==> src/rtl/spi_sram_responder_if.sv <==
// spi_sram_responder_if
//  Groups the SPI pins, the backdoor load port and the status outputs of
//  spi_sram_responder into one bundle.
//  Ports (all carried as interface signals):
//   sclk, cs_n, mosi   : SPI from initiator (idle low clock, active-low select)
//   miso               : SPI data back to initiator
//   load_en/addr/data  : backdoor byte write into the memory array
//   busy, cmd_err      : frame-active flag and bad-command pulse
//  Modports: master = initiator/bench side, slave = responder side.
interface spi_sram_responder_if #(
  parameter int ADDR_WIDTH = 8
);
  logic                  sclk;
  logic                  cs_n;
  logic                  mosi;
  logic                  miso;
  logic                  load_en;
  logic [ADDR_WIDTH-1:0] load_addr;
  logic [7:0]            load_data;
  logic                  busy;
  logic                  cmd_err;

  modport master (
    output sclk, cs_n, mosi, load_en, load_addr, load_data,
    input  miso, busy, cmd_err
  );

  modport slave (
    input  sclk, cs_n, mosi, load_en, load_addr, load_data,
    output miso, busy, cmd_err
  );
endinterface

==> src/rtl/spi_sram_responder.sv <==
// spi_sram_responder
//  SPI mode-0 target behaving like a 23x-series serial SRAM: READ 0x03 and
//  WRITE 0x02 with a 16-bit address and streaming 8-bit data. The SPI pins are
//  oversampled in the clk domain (clk >= 8x sclk). The byte array can also be
//  written through a backdoor port, e.g. to preload a ROM image.
//  Ports:
//   clk      : oversampling clock
//   rst      : asynchronous active-high reset
//   mem_bus  : spi_sram_responder_if.slave (SPI pins, backdoor port, busy, cmd_err)
//  Parameters:
//   ADDR_WIDTH : implemented address bits; upper SPI address bits are ignored
//   INIT_ZERO  : 1 clears the array on rst, 0 leaves it untouched
module spi_sram_responder #(
  parameter int ADDR_WIDTH = 8,
  parameter bit INIT_ZERO  = 1'b0
) (
  input  logic                clk,
  input  logic                rst,
  spi_sram_responder_if.slave mem_bus
);
  localparam int DEPTH = 1 << ADDR_WIDTH;

  typedef enum logic [2:0] {IDLE, CMD, ADDR, RDATA, WDATA, DROP} state_t;

  logic sclk_meta_q, sclk_sync_q, sclk_prev_q;
  logic cs_meta_q, cs_sync_q, cs_prev_q;
  logic mosi_meta_q, mosi_sync_q;

  state_t                state_q;
  logic [3:0]            bit_cnt_q;
  logic                  is_rd_q;
  logic [ADDR_WIDTH-1:0] addr_q;
  logic [6:0]            in_shift_q;
  logic [7:0]            out_shift_q;
  logic                  fetch_q;
  logic                  miso_q;
  logic                  busy_q;
  logic                  cmd_err_q;

  logic [7:0]            mem [DEPTH];

  logic                  sclk_rise, sclk_fall, cs_fall;
  logic [7:0]            rx_byte;
  logic [7:0]            rd_word;
  logic                  spi_we;
  logic [ADDR_WIDTH-1:0] addr_shift_d;

  // The chip-select synchroniser resets to the "selected" level so that a
  // cs_n held low across reset is never mistaken for a fresh falling edge.
  always_ff @(posedge clk or posedge rst) begin
    if (rst) begin
      sclk_meta_q <= 1'b0;
      sclk_sync_q <= 1'b0;
      sclk_prev_q <= 1'b0;
      cs_meta_q   <= 1'b0;
      cs_sync_q   <= 1'b0;
      cs_prev_q   <= 1'b0;
      mosi_meta_q <= 1'b0;
      mosi_sync_q <= 1'b0;
    end else begin
      sclk_meta_q <= mem_bus.sclk;
      sclk_sync_q <= sclk_meta_q;
      sclk_prev_q <= sclk_sync_q;
      cs_meta_q   <= mem_bus.cs_n;
      cs_sync_q   <= cs_meta_q;
      cs_prev_q   <= cs_sync_q;
      mosi_meta_q <= mem_bus.mosi;
      mosi_sync_q <= mosi_meta_q;
    end
  end

  assign sclk_rise    = sclk_sync_q & ~sclk_prev_q;
  assign sclk_fall    = ~sclk_sync_q & sclk_prev_q;
  assign cs_fall      = cs_prev_q & ~cs_sync_q;
  assign rx_byte      = {in_shift_q, mosi_sync_q};
  assign addr_shift_d = {addr_q[ADDR_WIDTH-2:0], mosi_sync_q};

  // A fetch still pending when a fall arrives is served straight from the array.
  assign rd_word = fetch_q ? mem[addr_q] : out_shift_q;
  assign spi_we  = (state_q == WDATA) && !cs_sync_q && sclk_rise && (bit_cnt_q == 4'd0);

  // Protocol FSM; every output is registered here.
  always_ff @(posedge clk or posedge rst) begin
    if (rst) begin
      state_q     <= IDLE;
      bit_cnt_q   <= 4'd0;
      is_rd_q     <= 1'b0;
      addr_q      <= '0;
      in_shift_q  <= '0;
      out_shift_q <= '0;
      fetch_q     <= 1'b0;
      miso_q      <= 1'b0;
      busy_q      <= 1'b0;
      cmd_err_q   <= 1'b0;
    end else begin
      cmd_err_q <= 1'b0;
      if (cs_sync_q) begin
        state_q <= IDLE;
        busy_q  <= 1'b0;
        miso_q  <= 1'b0;
        fetch_q <= 1'b0;
      end else begin
        case (state_q)
          IDLE: begin
            if (cs_fall) begin
              state_q   <= CMD;
              bit_cnt_q <= 4'd7;
              busy_q    <= 1'b1;
              miso_q    <= 1'b0;
            end
          end
          CMD: begin
            if (sclk_rise) begin
              in_shift_q <= rx_byte[6:0];
              if (bit_cnt_q == 4'd0) begin
                bit_cnt_q <= 4'd15;
                if (rx_byte == 8'h03) begin
                  is_rd_q <= 1'b1;
                  state_q <= ADDR;
                end else if (rx_byte == 8'h02) begin
                  is_rd_q <= 1'b0;
                  state_q <= ADDR;
                end else begin
                  cmd_err_q <= 1'b1;
                  state_q   <= DROP;
                end
              end else begin
                bit_cnt_q <= bit_cnt_q - 1'b1;
              end
            end
          end
          ADDR: begin
            if (sclk_rise) begin
              addr_q <= addr_shift_d;
              if (bit_cnt_q == 4'd0) begin
                bit_cnt_q <= 4'd7;
                if (is_rd_q) begin
                  state_q <= RDATA;
                  fetch_q <= 1'b1;
                end else begin
                  state_q <= WDATA;
                end
              end else begin
                bit_cnt_q <= bit_cnt_q - 1'b1;
              end
            end
          end
          RDATA: begin
            if (sclk_fall) begin
              miso_q <= rd_word[7];
              if (bit_cnt_q == 4'd0) begin
                addr_q    <= addr_q + 1'b1;
                fetch_q   <= 1'b1;
                bit_cnt_q <= 4'd7;
              end else begin
                out_shift_q <= {rd_word[6:0], 1'b0};
                fetch_q     <= 1'b0;
                bit_cnt_q   <= bit_cnt_q - 1'b1;
              end
            end else if (fetch_q) begin
              out_shift_q <= mem[addr_q];
              fetch_q     <= 1'b0;
            end
          end
          WDATA: begin
            if (sclk_rise) begin
              in_shift_q <= rx_byte[6:0];
              if (bit_cnt_q == 4'd0) begin
                addr_q    <= addr_q + 1'b1;
                bit_cnt_q <= 4'd7;
              end else begin
                bit_cnt_q <= bit_cnt_q - 1'b1;
              end
            end
          end
          DROP: begin
            miso_q <= 1'b0;
          end
          default: begin
            state_q <= IDLE;
          end
        endcase
      end
    end
  end

  // Array writes: the SPI write is issued last so it wins an address collision
  // with the backdoor port in the same clk.
  generate
    if (INIT_ZERO) begin : g_mem_clear
      always_ff @(posedge clk or posedge rst) begin
        if (rst) begin
          for (int i = 0; i < DEPTH; i++) mem[i] <= 8'h00;
        end else begin
          if (mem_bus.load_en) mem[mem_bus.load_addr] <= mem_bus.load_data;
          if (spi_we) mem[addr_q] <= rx_byte;
        end
      end
    end else begin : g_mem_keep
      always_ff @(posedge clk) begin
        if (mem_bus.load_en) mem[mem_bus.load_addr] <= mem_bus.load_data;
        if (spi_we) mem[addr_q] <= rx_byte;
      end
    end
  endgenerate

  assign mem_bus.miso    = miso_q;
  assign mem_bus.busy    = busy_q;
  assign mem_bus.cmd_err = cmd_err_q;
endmodule

==> src/flat_wrapper.sv <==
// flat-port wrapper written by rule: the top's interface ports become plain ports
module spi_sram_responder_flat 
#(
  parameter int ADDR_WIDTH = 8,
  parameter bit INIT_ZERO  = 1'b0
)
  (clk, rst, mem_bus_sclk, mem_bus_cs_n, mem_bus_mosi, mem_bus_load_en, mem_bus_load_addr, mem_bus_load_data, mem_bus_miso, mem_bus_busy, mem_bus_cmd_err);
  spi_sram_responder_if #(.ADDR_WIDTH(ADDR_WIDTH)) mem_bus_i ();
  input  logic clk;
  input  logic rst;
  input wire logic [$bits(mem_bus_i.sclk)-1:0] mem_bus_sclk;
  input wire logic [$bits(mem_bus_i.cs_n)-1:0] mem_bus_cs_n;
  input wire logic [$bits(mem_bus_i.mosi)-1:0] mem_bus_mosi;
  input wire logic [$bits(mem_bus_i.load_en)-1:0] mem_bus_load_en;
  input wire logic [$bits(mem_bus_i.load_addr)-1:0] mem_bus_load_addr;
  input wire logic [$bits(mem_bus_i.load_data)-1:0] mem_bus_load_data;
  output wire logic [$bits(mem_bus_i.miso)-1:0] mem_bus_miso;
  output wire logic [$bits(mem_bus_i.busy)-1:0] mem_bus_busy;
  output wire logic [$bits(mem_bus_i.cmd_err)-1:0] mem_bus_cmd_err;
  assign mem_bus_i.sclk = mem_bus_sclk;
  assign mem_bus_i.cs_n = mem_bus_cs_n;
  assign mem_bus_i.mosi = mem_bus_mosi;
  assign mem_bus_i.load_en = mem_bus_load_en;
  assign mem_bus_i.load_addr = mem_bus_load_addr;
  assign mem_bus_i.load_data = mem_bus_load_data;
  assign mem_bus_miso = mem_bus_i.miso;
  assign mem_bus_busy = mem_bus_i.busy;
  assign mem_bus_cmd_err = mem_bus_i.cmd_err;
  spi_sram_responder #(.ADDR_WIDTH(ADDR_WIDTH), .INIT_ZERO(INIT_ZERO)) u_core (.clk(clk), .rst(rst), .mem_bus(mem_bus_i));
endmodule
==> config.mk <==
export PLATFORM = sky130hd
export DESIGN_NAME = spi_sram_responder_flat
export DESIGN_NICKNAME = d
export VERILOG_FILES = /design/src/rtl/spi_sram_responder_if.sv /design/src/rtl/spi_sram_responder.sv /design/src/flat_wrapper.sv
export SDC_FILE = /design/constraint.sdc
export NUM_CORES = 2
export LEC_CHECK = 0
export CAP_MARGIN = 20
export CORE_MARGIN = 5
export CORE_UTILIZATION = 41
export DETAILED_ROUTE_END_ITERATION = 6
export PLACE_DENSITY_LB_ADDON = 0.08
export REMOVE_ABC_BUFFERS = 1
export SLEW_MARGIN = 20
export SYNTH_ARGS = -nofsm -noshare
export SYNTH_HDL_FRONTEND = slang
export SYNTH_SLANG_ARGS = --single-unit
==> constraint.sdc <==
create_clock -name clk -period 10.25 [get_ports clk]
set_clock_uncertainty 0.05 [all_clocks]
set_input_delay 2.05 -clock clk [delete_from_list [all_inputs] [get_ports clk]]
set_output_delay 2.05 -clock clk [all_outputs]
set_load 0.02 [all_outputs]
==> metrics.md <==
| Metric | Value |
|---|---|
| Number of standard cells after synthesis | `between 7k and 8k` |
| Total Nets Final | `between 6k and 7k` |
| Cell accounting for the most synthesized area | `sky130_fd_sc_hd__edfxtp_1` |
| Buf/Inv on CP | `2` |
| Part of the power in combinational logic | `under 10%` |
| Growth of design area from synthesis to finish | `9.75%` |
| Setup tns final | `0 ns` |
| Hold Buf Count CTS | `0` |
| Count of placed standard cells including taps | `about 10k` |
| Net Sw Frac | `a little under a quarter` |
| Most common cell after layout, fill and taps aside | `sky130_fd_sc_hd__mux2_2` |
| Slowest library cell on the worst path | `sky130_fd_sc_hd__nand4bb_1` |
| Number of antenna-violating nets in the routed design | `0` |
| Post_cts resized | `0` |
| Ranking of synthesized cells by area | `sky130_fd_sc_hd__edfxtp_1, sky130_fd_sc_hd__mux2_2, sky130_fd_sc_hd__mux4_2` |
| Number of flops mapped to enable cells by yosys | `a little over 2k` |
| Antenna violations before repair | `27` |
| CTS tree | `done` |
| Largest voltage drop on the vdd net | `between 0.0001 and 0.00015 V` |
| Longest individual stage delay on the worst path | `just over 0.8 ns` |
| CTS sink cnt | `roughly 2.1k` |
| Highest Clock Rate | `178 MHz` |
| Top library cells by usage in the layout, fill and taps aside | `sky130_fd_sc_hd__mux2_2, sky130_fd_sc_hd__edfxtp_1, sky130_fd_sc_hd__mux4_2` |
| Total wirelength of the detailed-routed design | `around 440 mm` |
| Share of synthesized area occupied by flip-flops and latches | `57.3%` |
| Average wire per standard cell | `between 40 and 50 um` |
| RD Place Congestion | `0.952` |
| Detailed-route via count | `a little over 70k` |
| Total routing usage reported by global routing | `between 30% and 40%` |
| Placement Rows | `about 190` |
| Max-slew headroom | `20.3%` |
| Post-CTS setup-driven buffer insertion count | `0` |
| CTS HTree Levels | `4` |
| Number of failing setup endpoints in the final timing report | `0` |
| Unrepaired setup endpoints after global routing | `false` |
| Router iterations before antenna repair | `5` |
| Height of the chip | `~530 um` |
| Total DRC errors in the routed layout | `0` |
| Final Instance Area | `~120000 um2` |
| Dominant synthesized flop cell | `sky130_fd_sc_hd__edfxtp_1` |
| Critical-path maximum fanout | `47` |
| Clk root buf | `sky130_fd_sc_hd__clkbuf_16` |
| Final hold vios | `0` |
| Crit path top cell by count | `sky130_fd_sc_hd__a21oi_1` |
| Number of pins exceeding their max-slew limit in the final report | `0` |
| Clock slew seen by the registers of the worst setup and hold paths | `approximately 0.06 ns` |
| Crit share post-route | `54.7%` |
| Required time worst endpoint | `about 11 ns` |
| Synthesized flop and latch total | `2091` |
| Number of distinct standard cells referenced by the synthesized netlist | `66` |
| First-pass GRT wire length | `about 600 mm` |
| Leakage component of the power | `approximately 35 nW` |
| Worst slack on hold paths | `0.298 ns` |
| Width of the die | `between 500 and 600 um` |
| Max-cap check violation count | `0` |
| DRT iter0 DRCs | `between 9k and 10k` |
| I/O Buffers | `24` |
| Fillers | `roughly 23k` |
| Psw | `around 0.0045 W` |
| Cell area after placement | `between 100000 and 150000 um2` |
| CP cell instances | `buf_4, buf_4, nand4bb_1, o22ai_1, or4_1, nor4_1, a21oi_1, a21oi_1, or3_1, a21oi_1, a221o_1` |
| Total global routing overflow | `0` |
| Share of cells above drive strength 1 | `~44%` |
| Hold Path Class | `reg -> reg` |
| Vias in the first global route | `slightly below 70k` |
| Post-synthesis area per instance | `approximately 15 um2` |
| Kind of start point of the critical path | `register` |
| Number of warnings issued by yosys | `0` |
| CP Data Arrival Time | `around 6.4 ns` |
| Sequential power share | `about 50%` |
| Proportion of netlist area held by the largest area contributor | `a little under three fifths` |
| Time the worst path needs with I/O delays and setup | `5.61 ns` |
| Largest buffer count on any clock path | `4` |
| Overall die area | `between 200000 and 300000 um2` |
| Slew at the pin closest to its max-slew limit | `1.18 ns` |
| Std-Cell Core Area | `between 200000 and 300000 um2` |
| Post-DP HPWL | `266 mm` |
| Outcome | `finished clean` |
| Initial cell density of the core | `between 40% and 50%` |
| Crit end category | `register` |
| Number of CTS-inserted buffers | `roughly 240` |
| Clk_lat worst skew | `just over 0.9 ns` |
| I/O pin count | `25` |
| Internal power | `between 0.01 and 0.015 W` |
| Post-synthesis async set-or-reset flop share | `under 10%` |
| Ratio of routed vias to standard cells | `between 6 and 7` |
| Largest delay share family, worst path | `simple AND/OR/NAND/NOR gates` |
| Final design utilization | `between 40% and 50%` |
| Largest net degree at the start of global routing | `~130` |
| Power share of the clock group | `between 40% and 50%` |
| Number of standard cells in the final layout excluding fillers | `~11k` |
| Crit Path Class | `reg -> reg` |
| Post-synthesis instance area | `109000 um2` |
| P per Cell Area | `159 nW/um2` |
==> layout make-up <==
cell class              instances  area (um2)  share of cell area, %
inverters                      14        53.8                 0.0449
clock inverters               121        1030                  0.858
clock buffers                 314        6390                   5.34
multi-input cells            4205       43300                   36.2
diodes                          6        15.0                 0.0125
repair buffers                218        1950                   1.63
well taps                    3533        4420                   3.69
flip-flops and latches       2091       62600                   52.3
==> sequential cells by signal, summed over array words and instances, names as in the netlist <==
name and cells:
u_core.in_shift_q 7, u_core.mem 2048, u_core.bit_cnt_q 4, u_core.addr_q 8
u_core.cs_sync_q 1, u_core.mosi_meta_q 1, u_core.mem_bus.busy 1, u_core.mosi_sync_q 1
u_core.fetch_q 1, u_core.is_rd_q 1, u_core.out_shift_q 8, u_core.sclk_prev_q 1
u_core.mem_bus.cmd_err 1, u_core.cs_meta_q 1, u_core.sclk_meta_q 1, u_core.cs_prev_q 1
u_core.mem_bus.miso 1, u_core.state_q 3, u_core.sclk_sync_q 1
==> metal layers <==
layer	track usage [%]	vias up	wire length, um	share of wire [%]
met3	7.44	861	43700	9.9
met5	0	-	101	0.023
met4	13.0	12	22100	5.0
met2	45.0	4156	190000	43
li1	-	27600	-	-
met1	43.8	37800	184000	42
==> through the flow <==
stage	total power, W	setup slack (ns)
after floorplan	0.0102	-16.11
after global placement	0.0107	4.63
after detailed placement	0.0107	4.58
after CTS	0.0191	4.77
after global routing	0.0195	4.70
final	0.0190	4.64
==> cell usage after synthesis (all sizes together) (44+ instances only) <==
| cell | number |
|---|---|
| a22oi | 125 |
| clkbuf | 644 |
| buf | 164 |
| nor2 | 376 |
| edfxtp | 2048 |
| o22ai | 309 |
| nand2 | 126 |
| mux4 | 368 |
| mux2 | 2064 |
| o21ai | 44 |
| mux2i | 326 |
| nand3 | 82 |
| a21oi | 61 |
==> logic make-up (layout without fill, tap and decap cells) <==
family	Yosys count	after routing	synth area share, %
buffers and inverters	822	667	3.34
multiplexers	2758	2758	31.9
flip-flops	2091	2091	57.3
AND/OR/NAND/NOR	739	739	3.06
other	0	6	0
adder cells (fa/ha/maj)	5	5	0.0573
AO/OA/AOI/OAI	701	701	4.33
XOR/XNOR	2	2	0.0160
==> worst reg2reg max path, stage by stage (launching register included) <==
cell	delay, ns
sky130_fd_sc_hd__dfrtp_4	0.69
sky130_fd_sc_hd__buf_4	0.60
sky130_fd_sc_hd__buf_4	0.79
sky130_fd_sc_hd__nand4bb_1	0.84
sky130_fd_sc_hd__o22ai_1	0.21
sky130_fd_sc_hd__or4_1	0.49
sky130_fd_sc_hd__nor4_1	0.29
sky130_fd_sc_hd__a21oi_1	0.12
sky130_fd_sc_hd__a21oi_1	0.72
sky130_fd_sc_hd__or3_1	0.22
sky130_fd_sc_hd__a21oi_1	0.09
sky130_fd_sc_hd__a221o_1	0.39
==> power by group through the flow <==
stage	logic (W)	clock network, W	registers [W]
global placement	0.00106	0	0.00964
detailed placement	0.00107	0	0.00964
CTS	0.00108	0.00854	0.00946
floorplan	0.000468	0	0.00969
global route	0.00112	0.00887	0.00946
finish	0.00109	0.00845	0.00946
==> path summary, 6_finish.rpt <==
kind	start	end	slack (ns)	depth (start not counted)
worst max-delay path	u_core.addr_q[1]	u_core.out_shift_q[2]	4.64	11
worst min-delay path	u_core.mosi_meta_q	u_core.mosi_sync_q	0.30	0
worst max register to register	u_core.addr_q[1]	u_core.out_shift_q[2]	4.64	11
worst min register to register	u_core.mosi_meta_q	u_core.mosi_sync_q	0.30	0
max in group asynchronous	rst	u_core.in_shift_q[3]	7.96	3
min in group asynchronous	rst	u_core.mosi_meta_q	1.60	3
Power figures use the tool's default switching activity.
